## src/rtl/twiddle_sequencer_if.sv

```systemverilog
// Twiddle-factor stream between the sequencer and the butterfly datapath.
//   master : sequencer side, drives the factor, its tags and tw_valid
//   slave  : consumer side, drives tw_ready
// A factor transfers on a rising clock edge when tw_valid and tw_ready are
// both high. While tw_valid is high and tw_ready is low, the factor and its
// tags do not change.
interface twiddle_sequencer_if #(
  parameter int WIDTH = 8,
  parameter int LOG2N = 3
);
  logic                    tw_valid;
  logic                    tw_ready;
  logic signed [WIDTH-1:0] w_real;
  logic signed [WIDTH-1:0] w_imag;
  logic [LOG2N-1:0]        tw_stage;
  logic [LOG2N-2:0]        tw_bfly;
  logic [LOG2N-2:0]        tw_k;
  logic                    tw_last;

  modport master (
    output tw_valid, w_real, w_imag, tw_stage, tw_bfly, tw_k, tw_last,
    input  tw_ready
  );

  modport slave (
    input  tw_valid, w_real, w_imag, tw_stage, tw_bfly, tw_k, tw_last,
    output tw_ready
  );
endinterface

```

## src/rtl/twiddle_sequencer.sv

```systemverilog
// Radix-2 DIT twiddle-factor sequencer. A start request makes it walk every
// stage s and butterfly b of an N = 2^LOG2N point transform. For each pair it
// emits W_N^k with k = (b & (2^s-1)) << (LOG2N-1-s). Factors come out as
// signed Q1.(WIDTH-1) values from a quarter-wave-free half-circle ROM that is
// built at elaboration.
//
// Ports:
//   clk, rst   rising-edge clock, asynchronous active-high reset
//   start      begins a sweep; only looked at in IDLE
//   inverse    0 = forward (imag = -sin), 1 = inverse (imag = +sin);
//              captured together with start
//   busy       high while factors of the current sweep are being presented
//   done       one-cycle pulse after the last factor has been accepted
//   tw         master side of twiddle_sequencer_if (factor, tags, handshake)
//
// state | meaning
// ------+---------------------------------------------------------------
// IDLE  | waiting for start
// RUN   | presenting factors; the sweep ends when tw_last is accepted
// DONE  | single cycle with done=1, then back to IDLE
module twiddle_sequencer #(
  parameter int WIDTH = 8,
  parameter int LOG2N = 3
) (
  input  logic clk,
  input  logic rst,
  input  logic start,
  input  logic inverse,
  output logic busy,
  output logic done,
  twiddle_sequencer_if.master tw
);

  localparam int  HALF = 1 << (LOG2N - 1);
  localparam int  SW   = LOG2N;
  localparam int  BW   = LOG2N - 1;
  localparam real PI   = 3.14159265358979323846;

  localparam logic [SW-1:0] S_LAST = SW'(LOG2N - 1);
  localparam logic [BW-1:0] B_LAST = BW'(HALF - 1);

  // Half-circle table, entry k packed at [k*WIDTH +: WIDTH]. Full scale is
  // 2^(WIDTH-1)-1 so the negated sine always fits in WIDTH bits.
  function automatic logic [HALF*WIDTH-1:0] build_rom(input bit sine);
    logic [HALF*WIDTH-1:0] tab;
    real                   amp;
    real                   ang;
    real                   v;
    int                    code;
    tab = '0;
    amp = real'((2 ** (WIDTH - 1)) - 1);
    for (int k = 0; k < HALF; k++) begin
      ang = 2.0 * PI * real'(k) / real'(2 * HALF);
      v   = sine ? $sin(ang) : $cos(ang);
      v   = v * amp;
      // Round half away from zero.
      code = (v >= 0.0) ? $rtoi(v + 0.5) : -$rtoi(0.5 - v);
      tab[k*WIDTH +: WIDTH] = code[WIDTH-1:0];
    end
    return tab;
  endfunction

  localparam logic [HALF*WIDTH-1:0] COS_ROM = build_rom(1'b0);
  localparam logic [HALF*WIDTH-1:0] SIN_ROM = build_rom(1'b1);

  typedef enum logic [1:0] {
    IDLE = 2'd0,
    RUN  = 2'd1,
    DONE = 2'd2
  } state_t;

  state_t state;
  state_t state_nxt;

  logic [SW-1:0] s_cnt;
  logic [BW-1:0] b_cnt;
  logic          pend;    // counters point at a factor not yet loaded
  logic          inv_q;

  logic                    hs;
  logic                    load;
  logic                    cnt_last;
  logic [BW-1:0]           k_mask;
  logic [BW-1:0]           k_nxt;
  logic signed [WIDTH-1:0] cos_k;
  logic signed [WIDTH-1:0] sin_k;
  logic signed [WIDTH-1:0] imag_nxt;

  assign hs       = tw.tw_valid & tw.tw_ready;
  // Output register refills when empty or when its factor is being taken,
  // which keeps one factor per cycle under continuous tw_ready.
  assign load     = pend & (~tw.tw_valid | tw.tw_ready);
  assign cnt_last = (s_cnt == S_LAST) && (b_cnt == B_LAST);

  always_comb begin
    k_mask = '0;
    for (int i = 0; i < BW; i++) begin
      if (i < int'(s_cnt)) k_mask[i] = 1'b1;
    end
    // For s = 0 the mask is empty, so the full-width shift is harmless.
    k_nxt = (b_cnt & k_mask) << (BW - int'(s_cnt));
  end

  always_comb begin
    cos_k    = COS_ROM[int'(k_nxt)*WIDTH +: WIDTH];
    sin_k    = SIN_ROM[int'(k_nxt)*WIDTH +: WIDTH];
    imag_nxt = inv_q ? sin_k : -sin_k;
  end

  // State register
  always_ff @(posedge clk or posedge rst) begin
    if (rst) state <= IDLE;
    else     state <= state_nxt;
  end

  // Next-state logic
  always_comb begin
    state_nxt = state;
    case (state)
      IDLE:    if (start) state_nxt = RUN;
      RUN:     if (hs && tw.tw_last) state_nxt = DONE;
      DONE:    state_nxt = IDLE;
      default: state_nxt = IDLE;
    endcase
  end

  // Output logic
  always_comb begin
    busy = tw.tw_valid;
    done = (state == DONE);
  end

  // Sweep counters and the registered ROM / tag stage
  always_ff @(posedge clk or posedge rst) begin
    if (rst) begin
      s_cnt       <= '0;
      b_cnt       <= '0;
      pend        <= 1'b0;
      inv_q       <= 1'b0;
      tw.tw_valid <= 1'b0;
      tw.w_real   <= '0;
      tw.w_imag   <= '0;
      tw.tw_stage <= '0;
      tw.tw_bfly  <= '0;
      tw.tw_k     <= '0;
      tw.tw_last  <= 1'b0;
    end else if (state == IDLE && start) begin
      inv_q <= inverse;
      s_cnt <= '0;
      b_cnt <= '0;
      pend  <= 1'b1;
    end else if (load) begin
      tw.tw_valid <= 1'b1;
      tw.w_real   <= cos_k;
      tw.w_imag   <= imag_nxt;
      tw.tw_stage <= s_cnt;
      tw.tw_bfly  <= b_cnt;
      tw.tw_k     <= k_nxt;
      tw.tw_last  <= cnt_last;
      if (cnt_last) begin
        pend <= 1'b0;
      end else if (b_cnt == B_LAST) begin
        b_cnt <= '0;
        s_cnt <= s_cnt + 1'b1;
      end else begin
        b_cnt <= b_cnt + 1'b1;
      end
    end else if (hs) begin
      tw.tw_valid <= 1'b0;
    end
  end

endmodule

```

## src/flat_wrapper.sv

```systemverilog
// flat-port wrapper written by rule: the top's interface ports become plain ports
module twiddle_sequencer_flat 
#(
  parameter int WIDTH = 8,
  parameter int LOG2N = 3
)
  (clk, rst, start, inverse, busy, done, tw_tw_valid, tw_w_real, tw_w_imag, tw_tw_stage, tw_tw_bfly, tw_tw_k, tw_tw_last, tw_tw_ready);
  twiddle_sequencer_if #(.WIDTH(WIDTH), .LOG2N(LOG2N)) tw_i ();
  input  logic clk;
  input  logic rst;
  input  logic start;
  input  logic inverse;
  output logic busy;
  output logic done;
  output wire logic [$bits(tw_i.tw_valid)-1:0] tw_tw_valid;
  output wire logic [$bits(tw_i.w_real)-1:0] tw_w_real;
  output wire logic [$bits(tw_i.w_imag)-1:0] tw_w_imag;
  output wire logic [$bits(tw_i.tw_stage)-1:0] tw_tw_stage;
  output wire logic [$bits(tw_i.tw_bfly)-1:0] tw_tw_bfly;
  output wire logic [$bits(tw_i.tw_k)-1:0] tw_tw_k;
  output wire logic [$bits(tw_i.tw_last)-1:0] tw_tw_last;
  input wire logic [$bits(tw_i.tw_ready)-1:0] tw_tw_ready;
  assign tw_tw_valid = tw_i.tw_valid;
  assign tw_w_real = tw_i.w_real;
  assign tw_w_imag = tw_i.w_imag;
  assign tw_tw_stage = tw_i.tw_stage;
  assign tw_tw_bfly = tw_i.tw_bfly;
  assign tw_tw_k = tw_i.tw_k;
  assign tw_tw_last = tw_i.tw_last;
  assign tw_i.tw_ready = tw_tw_ready;
  twiddle_sequencer #(.WIDTH(WIDTH), .LOG2N(LOG2N)) u_core (.clk(clk), .rst(rst), .start(start), .inverse(inverse), .busy(busy), .done(done), .tw(tw_i));
endmodule
```

## config.mk

```make
export PLATFORM = sky130hd
export DESIGN_NAME = twiddle_sequencer_flat
export DESIGN_NICKNAME = d
export VERILOG_FILES = /design/src/rtl/twiddle_sequencer_if.sv /design/src/rtl/twiddle_sequencer.sv /design/src/flat_wrapper.sv
export SDC_FILE = /design/constraint.sdc
export NUM_CORES = 1
export LEC_CHECK = 0
export CORE_UTILIZATION = 44
export CTS_CLUSTER_SIZE = 16
export DETAILED_ROUTE_END_ITERATION = 12
export PLACE_DENSITY = 0.73
export SLEW_MARGIN = 20
export SYNTH_ARGS = -nofsm -noshare
export SYNTH_HDL_FRONTEND = slang
export SYNTH_SLANG_ARGS = --single-unit
```

## constraint.sdc

```tcl
create_clock -name clk -period 1.9 [get_ports clk]
set_input_delay 0.19 -clock clk [delete_from_list [all_inputs] [get_ports clk]]
set_output_delay 0.19 -clock clk [all_outputs]
set_load 0.01 [all_outputs]
```

==> results of run 1 <==
[registers in the layout (all words and copies together), names as in the netlist]
register / cells
u_core.tw.tw_bfly: 2
u_core.inv_q: 1
u_core.pend: 1
u_core.b_cnt: 2
u_core.busy: 1
u_core.tw.tw_last: 1
u_core.tw.w_imag: 5
u_core.tw.tw_k: 2
u_core.s_cnt: 3
u_core.tw.tw_stage: 3
u_core.tw.w_real: 5
u_core.state: 2
[final cells by class]
type | instances | area (µm²)
clock buffers | 3 | 22.5
fillers | 245 | 1100
inverters | 10 | 40.0
multi-input cells | 81 | 668
flip-flops and latches | 28 | 703
well taps | 44 | 55.1
repair buffers | 46 | 443
[cell families after synthesis]
logic type | Yosys count
adder cells (fa/ha/maj) | 10
AND/OR/NAND/NOR | 37
multiplexers | 12
XOR/XNOR | 1
buffers and inverters | 20
AO/OA/AOI/OAI | 21
flip-flops | 28
[power by group through the flow]
stage	registers, mW	clock network, mW	logic (mW)
detailed placement	1.02	0	1.49
floorplan	1.06	0	0.843
CTS	1.01	0.250	1.65
finish	1.01	0.241	1.66
global route	1.05	0.272	1.82
global placement	1.00	0	1.44
[what timing repair did]
action	4_1_cts	5_1_grt
pin swaps	8	5
resized for setup	14	6
hold buffers	0	0
endpoints found under the hold margin	0	0
buffers inserted	4	0
endpoints found under the setup margin	2	5
[synth_stat cells, drive strengths merged]
| cell | n |
|---|---|
| a21bo | 1 |
| a21oi | 3 |
| a32o | 1 |
| buf | 10 |
| dfrtp | 28 |
| ha | 10 |
| inv | 10 |
| mux2 | 8 |
| mux2i | 4 |
| nand2 | 16 |
| nand2b | 2 |
| nand3 | 3 |
| nand3b | 3 |
| nand4 | 1 |
| nor2 | 5 |
| nor2b | 2 |
| nor3 | 1 |
| nor3b | 2 |
| o2111ai | 1 |
| o21ai | 15 |
| or2 | 1 |
| or3 | 1 |
| xnor2 | 1 |
[layer usage]
metal  up-vias  GRT usage  share of wire
met1       492      0.247           0.47
li1        504          -              -
met4         0     0.0816          0.018
met2        23      0.307           0.49
met5         -          0              0
met3         5     0.0201          0.026
[worst paths after layout]
path	endpoint	depth (start not counted)
max reg2reg	u_core.tw.w_imag[1]$_DFFE_PP0P_	11
min	u_core.tw.w_imag[1]$_DFFE_PP0P_	3
min reg2reg	u_core.tw.tw_k[1]$_DFFE_PP0P_	2
min in group clk	u_core.inv_q$_DFFE_PP0P_	3
max in group asynchronous	u_core.s_cnt[1]$_DFFE_PP0P_	3
max	u_core.tw.w_imag[1]$_DFFE_PP0P_	11
[worst reg2reg max path, cell delays in order, from the launching register on]
cell,delay (ps)
sky130_fd_sc_hd__dfrtp_2,460
sky130_fd_sc_hd__inv_2,90
sky130_fd_sc_hd__ha_4,200
sky130_fd_sc_hd__nor3_4,220
sky130_fd_sc_hd__nand2_2,120
sky130_fd_sc_hd__inv_2,90
sky130_fd_sc_hd__ha_4,160
sky130_fd_sc_hd__inv_4,40
sky130_fd_sc_hd__ha_4,250
sky130_fd_sc_hd__inv_2,20
sky130_fd_sc_hd__o21ai_1,100
sky130_fd_sc_hd__o21ai_1,60
==> impl_summary.txt, run 1 <==
----------------------------------------------------
[Setup path]
  R2R setup slack ... -5 ps
  Arrival time reported for the critical path endpoint ... about 2100 ps
  Critical path, cell by cell ... inv_2 -> ha_4 -> nor3_4 -> nand2_2 -> inv_2 -> ha_4 -> inv_4 -> ha_4 -> inv_2 -> o21ai_1 -> o21ai_1
  Endpoint required time on the critical path ... about 2100 ps
  Class of the most critical setup path ... flip-flop to flip-flop
  Critical path capture point type ... flip-flop
  Sum of buffers and inverters on the critical path ... 4
  Critical Path Source Type ... flip-flop
  Largest fanout on the critical path ... 4
  Biggest cell delay along the critical path ... about 460 ps
  Delay-heaviest family, CP ... adder cells
  Startpoint of the worst setup timing path ... u_core.s_cnt[0]$_DFFE_PP0P_
  FF-to-FF Start ... u_core.s_cnt[0]$_DFFE_PP0P_
  Slowest library cell on the worst path ... sky130_fd_sc_hd__dfrtp_2

[Yosys]
  Portion of netlist area occupied by mux cells ... 0.0937
  Synthesized-area fraction occupied by adder cells ... 0.0901
  Average cell area after synthesis ... about 11 µm²
  Synth area leader ... sky130_fd_sc_hd__dfrtp_1
  Largest family of logic cells by synthesized area ... simple AND/OR/NAND/NOR gates
  Fraction of the mapped netlist area in compound gates ... 0.0856
  Xor and xnor area share after synthesis ... 0.00631
  Share of synthesized area occupied by flip-flops and latches ... 0.505
  Unique cell type count in the Yosys netlist ... 26
  Area share of and/or/nand/nor cells after synthesis ... 0.138
  Register bit count reported by yosys ... 28
  Top area cells in the synthesized netlist ... sky130_fd_sc_hd__dfrtp_1 50%, sky130_fd_sc_hd__ha_1 9.0%, sky130_fd_sc_hd__mux2_2 6.5%
  Synthesis warning total ... 0
  Count of mapped cells out of synthesis ... around 130
  Cell area after synthesis ... ~1400 µm²
  Share of the synthesized area in the top cell type ... 0.505
  Mapped Nets ... approximately 140

[Outcome]
  Failing checks ... setup timing
  Run status ... finished, violations left

[Layout]
  P&R area growth vs syn ... 39.1%
  Non-Filler Instances ... 212
  Most frequent cells in the layout ... 31 x sky130_fd_sc_hd__clkdlybuf4s50_1, 26 x sky130_fd_sc_hd__dfrtp_1, 15 x sky130_fd_sc_hd__nand2_1, 12 x sky130_fd_sc_hd__o21ai_0, 12 x sky130_fd_sc_hd__buf_4
  Fin area ... between 1500 and 2000 µm²
  Fraction of the core area covered by cells at the end of the flow ... 0.638
  Number of diodes ... 0
  Share of final-layout standard cells stronger than drive strength 1 ... 0.274
  Most common cell after layout, fill and taps aside ... sky130_fd_sc_hd__clkdlybuf4s50_1
  Count of nets after finishing ... roughly 190

[Clock network]
  CTS clk-pin slew, worst paths ... approximately 140 ps
  Inserted Clock Buffers ... 3
  Worst skew pair latency ... 320 ps
  Buffers from clock root to sink, at most ... 2
  Library cell used as clock root buffer ... sky130_fd_sc_hd__clkbuf_4
  Clock tree from TritonCTS ... built
  Number of clock sinks ... 28
  CTS H-tree depth ... 1

[Power and ir drop]
  Total power ... 2.91 mW
  Part of the power in the clock network ... 0.083
  Static leakage ... approximately 0.84 nW
  Internal ... roughly 1.8 mW
  Sw Share ... 0.377
  Sequential power share ... 0.346
  Power density over cell area ... between 1500 and 2000 nW/µm²
  Net load switching power ... 1.10 mW
  Combinational group share of total power ... 0.571
  Maximum ir drop on the vdd rail ... approximately 0.74 mV

[Drt]
  Total wire length after detailed routing ... roughly 2.7 mm
  Routed Antenna Nets ... 0
  TritonRoute pass-1 iters ... 4
  Post-detailed-route DRC marker count ... 0
  Wire per inst ... between 10 and 15 µm
  Number of vias after detailed routing ... approximately 1000
  Post-detailed-route via-to-cell ratio ... roughly 4.8
  Count of routing violations after the opening detailed-route iteration ... 30

[Floorplan]
  Width of the die ... a little under 60 µm
  I/O pins ... 32
  Floorplan die area ... 3380 µm²
  CORE AREA ... 3030 µm²
  Vertical die dimension ... approximately 58 µm
  Cell row count ... 20
  Effective utilization at floorplan ... 0.459

[Global route]
  Final global-route overflow total ... 0
  First-pass GRT wire length ... approximately 4.8 mm
  Total routing resource utilization after global routing ... 0.186
  Pin count of the biggest net entering global routing ... 29
  Via count of the first global-routing pass ... between 1000 and 1500
  Antenna violations before repair ... 0

[Placement]
  GPL Wtd Cong ... 0.812
  Dpl ws ... -77.1 ps
  Half-perimeter wire length after detailed placement ... 1.91 mm
  Number of port buffers ... 31
  Placement-stage cell area ... ~1800 µm²
  Total instance count after detailed placement ... between 200 and 250

[Timing]
  F_max ... 525 MHz
  Worst setup skew after layout ... approximately 6.7 ps
  Tmin final ... 1910 ps
  Final period utilization ... 1.00
  Worst hold slack ... ~220 ps
  Worst Setup Slack, final ... -5.36 ps
  RSZ-0062 raised after global routing ... true
  Worst max-slew margin expressed relative to the limit ... 0.764
  Finish-stage setup viols ... 1
  Slew Limit Fails ... 0
  Total negative slack for setup checks ... -5.36 ps
  Number of failing hold endpoints at the final stage ... 0
  Transition time of the tightest slew-check pin ... 354 ps

[Worst hold path]
  Path class of the lowest-slack min-delay path ... primary input to async pin

[Flow run]
  # Max-Cap Violations ... 0

----------------------------------------------------
Power figures use the tool's default switching activity.
==> run 2, diff against run 1 <==
--- a/config.mk
+++ b/config.mk
@@ -5,6 +5,7 @@
 export SDC_FILE = /design/constraint.sdc
 export NUM_CORES = 1
 export LEC_CHECK = 0
+export CORE_MARGIN = 2
 export CORE_UTILIZATION = 44
 export CTS_CLUSTER_SIZE = 16
 export DETAILED_ROUTE_END_ITERATION = 12
==> impl_summary.txt, run 2 (same netlist as run 1, synthesis figures left out) <==
----------------------------------------------------
[Global route]
  Via count of the first global-routing pass ... 1062 (was 1060)
  Total routing resource utilization after global routing ... 0.175 (was 0.186)
  Busiest layer in global routing ... met2 (unchanged)
  Met3 track utilization from global routing ... 0.0281 (was 0.0201)
  Global-route track usage on met1 ... 0.214 (was 0.247)
  First-pass GRT wire length ... 4.73 mm (was 4.82 mm)
  Pin count of the biggest net entering global routing ... 29 (unchanged)
  Met2 track utilization from global routing ... 0.298 (was 0.307)
  Antenna violations before repair ... 0 (unchanged)
  Final global-route overflow total ... 0 (unchanged)

[Floorplan]
  Width of the die ... 60.2 µm (was 58.2 µm)
  CORE AREA ... 3030 µm² (unchanged)
  Floorplan die area ... 3620 µm² (was 3380 µm²)
  Cell row count ... 20 (unchanged)
  Effective utilization at floorplan ... 0.459 (unchanged)
  I/O pins ... 32 (unchanged)
  Vertical die dimension ... 60.2 µm (was 58.2 µm)

[Setup path]
  Startpoint of the worst setup timing path ... u_core.s_cnt[0]$_DFFE_PP0P_ (unchanged)
  Critical path capture point type ... flip-flop (unchanged)
  Sum of buffers and inverters on the critical path ... 5 (was 4)
  Biggest cell delay along the critical path ... 440 ps (was 460 ps)
  Class of the most critical setup path ... flip-flop to flip-flop (unchanged)
  Slowest library cell on the worst path ... sky130_fd_sc_hd__dfrtp_1 (was sky130_fd_sc_hd__dfrtp_2)
  Critical path, cell by cell ... inv_2 -> ha_4 -> nor3_4 -> buf_6 -> nand2_8 -> inv_4 -> ha_4 -> inv_4 -> ha_4 -> inv_2 -> o21ai_2 -> o21ai_1 (was inv_2 -> ha_4 -> nor3_4 -> nand2_2 -> inv_2 -> ha_4 -> inv_4 -> ha_4 -> inv_2 -> o21ai_1 -> o21ai_1)
  FF-to-FF Start ... u_core.s_cnt[0]$_DFFE_PP0P_ (unchanged)
  Arrival time reported for the critical path endpoint ... 2150 ps (was 2140 ps)
  Largest fanout on the critical path ... 3 (was 4)
  Endpoint required time on the critical path ... 2140 ps (was 2130 ps)
  Delay-heaviest family, CP ... adder cells (unchanged)
  Most Frequent Cell on Critical Path ... sky130_fd_sc_hd__ha_4
  Critical Path Source Type ... flip-flop (unchanged)

[Timing]
  Slew Limit Fails ... 0 (unchanged)
  Worst setup skew after layout ... 8.03 ps (was 6.67 ps)
  Final period utilization ... 1.00 (about the same)
  Finish-stage setup viols ... 1 (unchanged)
  Worst Setup Slack, final ... -8.19 ps (was -5.36 ps)
  Worst max-slew margin expressed relative to the limit ... 0.762 (was 0.764)
  F_max ... 524 MHz (was 525 MHz)
  Tmin final ... 1910 ps (about the same)
  Number of failing hold endpoints at the final stage ... 0 (unchanged)
  RSZ-0062 raised after global routing ... true (unchanged)
  Transition time of the tightest slew-check pin ... 357 ps (was 354 ps)
  Worst hold slack ... 196 ps (was 217 ps)

[Flow run]
  # Max-Cap Violations ... 0 (unchanged)

[Layout]
  Regs by FF count ... u_core.tw.w_imag: 5 flops, u_core.tw.w_real: 5 flops (unchanged)
  P&R area growth vs syn ... 41.0% (was 39.1%)
  Non-Filler Instances ... 214 (was 212)
  Most common cell after layout, fill and taps aside ... sky130_fd_sc_hd__clkdlybuf4s50_1 (unchanged)
  Number of diodes ... 0 (unchanged)
  Fin area ... 1960 µm² (was 1930 µm²)
  Most frequent cells in the layout ... 31 x sky130_fd_sc_hd__clkdlybuf4s50_1, 27 x sky130_fd_sc_hd__dfrtp_1, 15 x sky130_fd_sc_hd__nand2_1, 14 x sky130_fd_sc_hd__buf_4, 13 x sky130_fd_sc_hd__o21ai_0 (was 31 x sky130_fd_sc_hd__clkdlybuf4s50_1, 26 x sky130_fd_sc_hd__dfrtp_1, 15 x sky130_fd_sc_hd__nand2_1, 12 x sky130_fd_sc_hd__o21ai_0, 12 x sky130_fd_sc_hd__buf_4)
  Count of nets after finishing ... 187 (was 185)
  Share of final-layout standard cells stronger than drive strength 1 ... 0.276 (was 0.274)

[Placement]
  GPL Wtd Cong ... 0.791 (was 0.812)
  Placement-stage cell area ... 1790 µm² (was 1800 µm²)
  Total instance count after detailed placement ... 205 (unchanged)
  Number of port buffers ... 31 (unchanged)
  Half-perimeter wire length after detailed placement ... 1.99 mm (was 1.91 mm)
  Dpl ws ... -146 ps (was -77.1 ps)

[Drt]
  Count of routing violations after the opening detailed-route iteration ... 30 (unchanged)
  Post-detailed-route DRC marker count ... 0 (unchanged)
  Wire per inst ... 13.6 µm (was 12.6 µm)
  Number of vias after detailed routing ... 1063 (was 1024)
  Total wire length after detailed routing ... 2.92 mm (was 2.68 mm)
  Routed Antenna Nets ... 0 (unchanged)
  TritonRoute pass-1 iters ... 4 (unchanged)
  Post-detailed-route via-to-cell ratio ... 4.97 (was 4.83)

[Outcome]
  Run status ... finished, violations left (unchanged)
  Failing checks ... setup timing (unchanged)

[Worst hold path]
  Path class of the lowest-slack min-delay path ... primary input to async pin (unchanged)

[Clock network]
  Number of clock sinks ... 28 (unchanged)
  Clock tree from TritonCTS ... built (unchanged)
  Worst skew pair latency ... 330 ps (was 320 ps)
  Buffers from clock root to sink, at most ... 2 (unchanged)
  CTS clk-pin slew, worst paths ... 150 ps (was 140 ps)
  Inserted Clock Buffers ... 3 (unchanged)
  Library cell used as clock root buffer ... sky130_fd_sc_hd__clkbuf_4 (unchanged)
  CTS H-tree depth ... 1 (unchanged)

[Power and ir drop]
  Static leakage ... 0.859 nW (was 0.843 nW)
  Maximum ir drop on the vdd rail ... 0.728 mV (was 0.741 mV)
  Power density over cell area ... 1560 nW/µm² (was 1510 nW/µm²)
  Total power ... 3.06 mW (was 2.91 mW)

----------------------------------------------------
run 2: cell count changes in the layout (fill, tap and decap cells not counted), sizes merged:
cell	previous run	this run
buf	15	17
run 2: metrics by stage:
stage | setup TNS (ps) | util
finish | -8.19 | 0.647
global route | -276 | 0.647
CTS | -39.0 | 0.639
detailed placement | -146 | 0.592
global placement | 0 | 0.592
floorplan | 0 | -
run 2: metal layers:
metal	part of all wire	vias to the layer above	wire length, µm
met3	0.053	6	154
met4	0.016	0	46
met1	0.39	517	1150
li1	-	508	-
met5	0	-	0
met2	0.54	32	1570
run 2: area by class of cell:
class | count | area (µm²)
tap | 44 | 55.1
multi-input combinational | 81 | 687
inverter | 10 | 42.5
fill | 240 | 1070
clock buffer | 3 | 22.5
sequential | 28 | 702
timing repair buffer | 48 | 449
run 2: worst paths after layout:
path	end	slack, ps	depth (start not counted)
max	u_core.tw.w_imag[1]$_DFFE_PP0P_	-8	12
min	u_core.tw.w_imag[1]$_DFFE_PP0P_	200	3
max reg2reg	u_core.tw.w_imag[1]$_DFFE_PP0P_	-8	12
min reg2reg	u_core.tw.tw_stage[0]$_DFFE_PP0P_	500	2
max in group asynchronous	u_core.s_cnt[1]$_DFFE_PP0P_	1410	3
min in group clk	u_core.inv_q$_DFFE_PP0P_	420	3
run 2: where the power goes:
group,total (mW),switching [mW],leakage (nW),internal (mW)
registers,1.03,0.214,0.340,0.816
logic,1.78,0.799,0.505,0.981
clock network,0.246,0.171,0.0138,0.0746
run 2: tightest hold or removal path: stages:
cell and delay [ps]:
sky130_fd_sc_hd__clkdlybuf4s50_1 390, sky130_fd_sc_hd__inv_1 50, sky130_fd_sc_hd__buf_4 320
run 2: what timing repair did:
item                                    in CTS  in global routing
gates resized for setup                     20                  3
hold buffers                                 0                  0
setup buffers                                6                  1
pin swaps                                    8                  6
endpoints found under the setup margin       4                  5
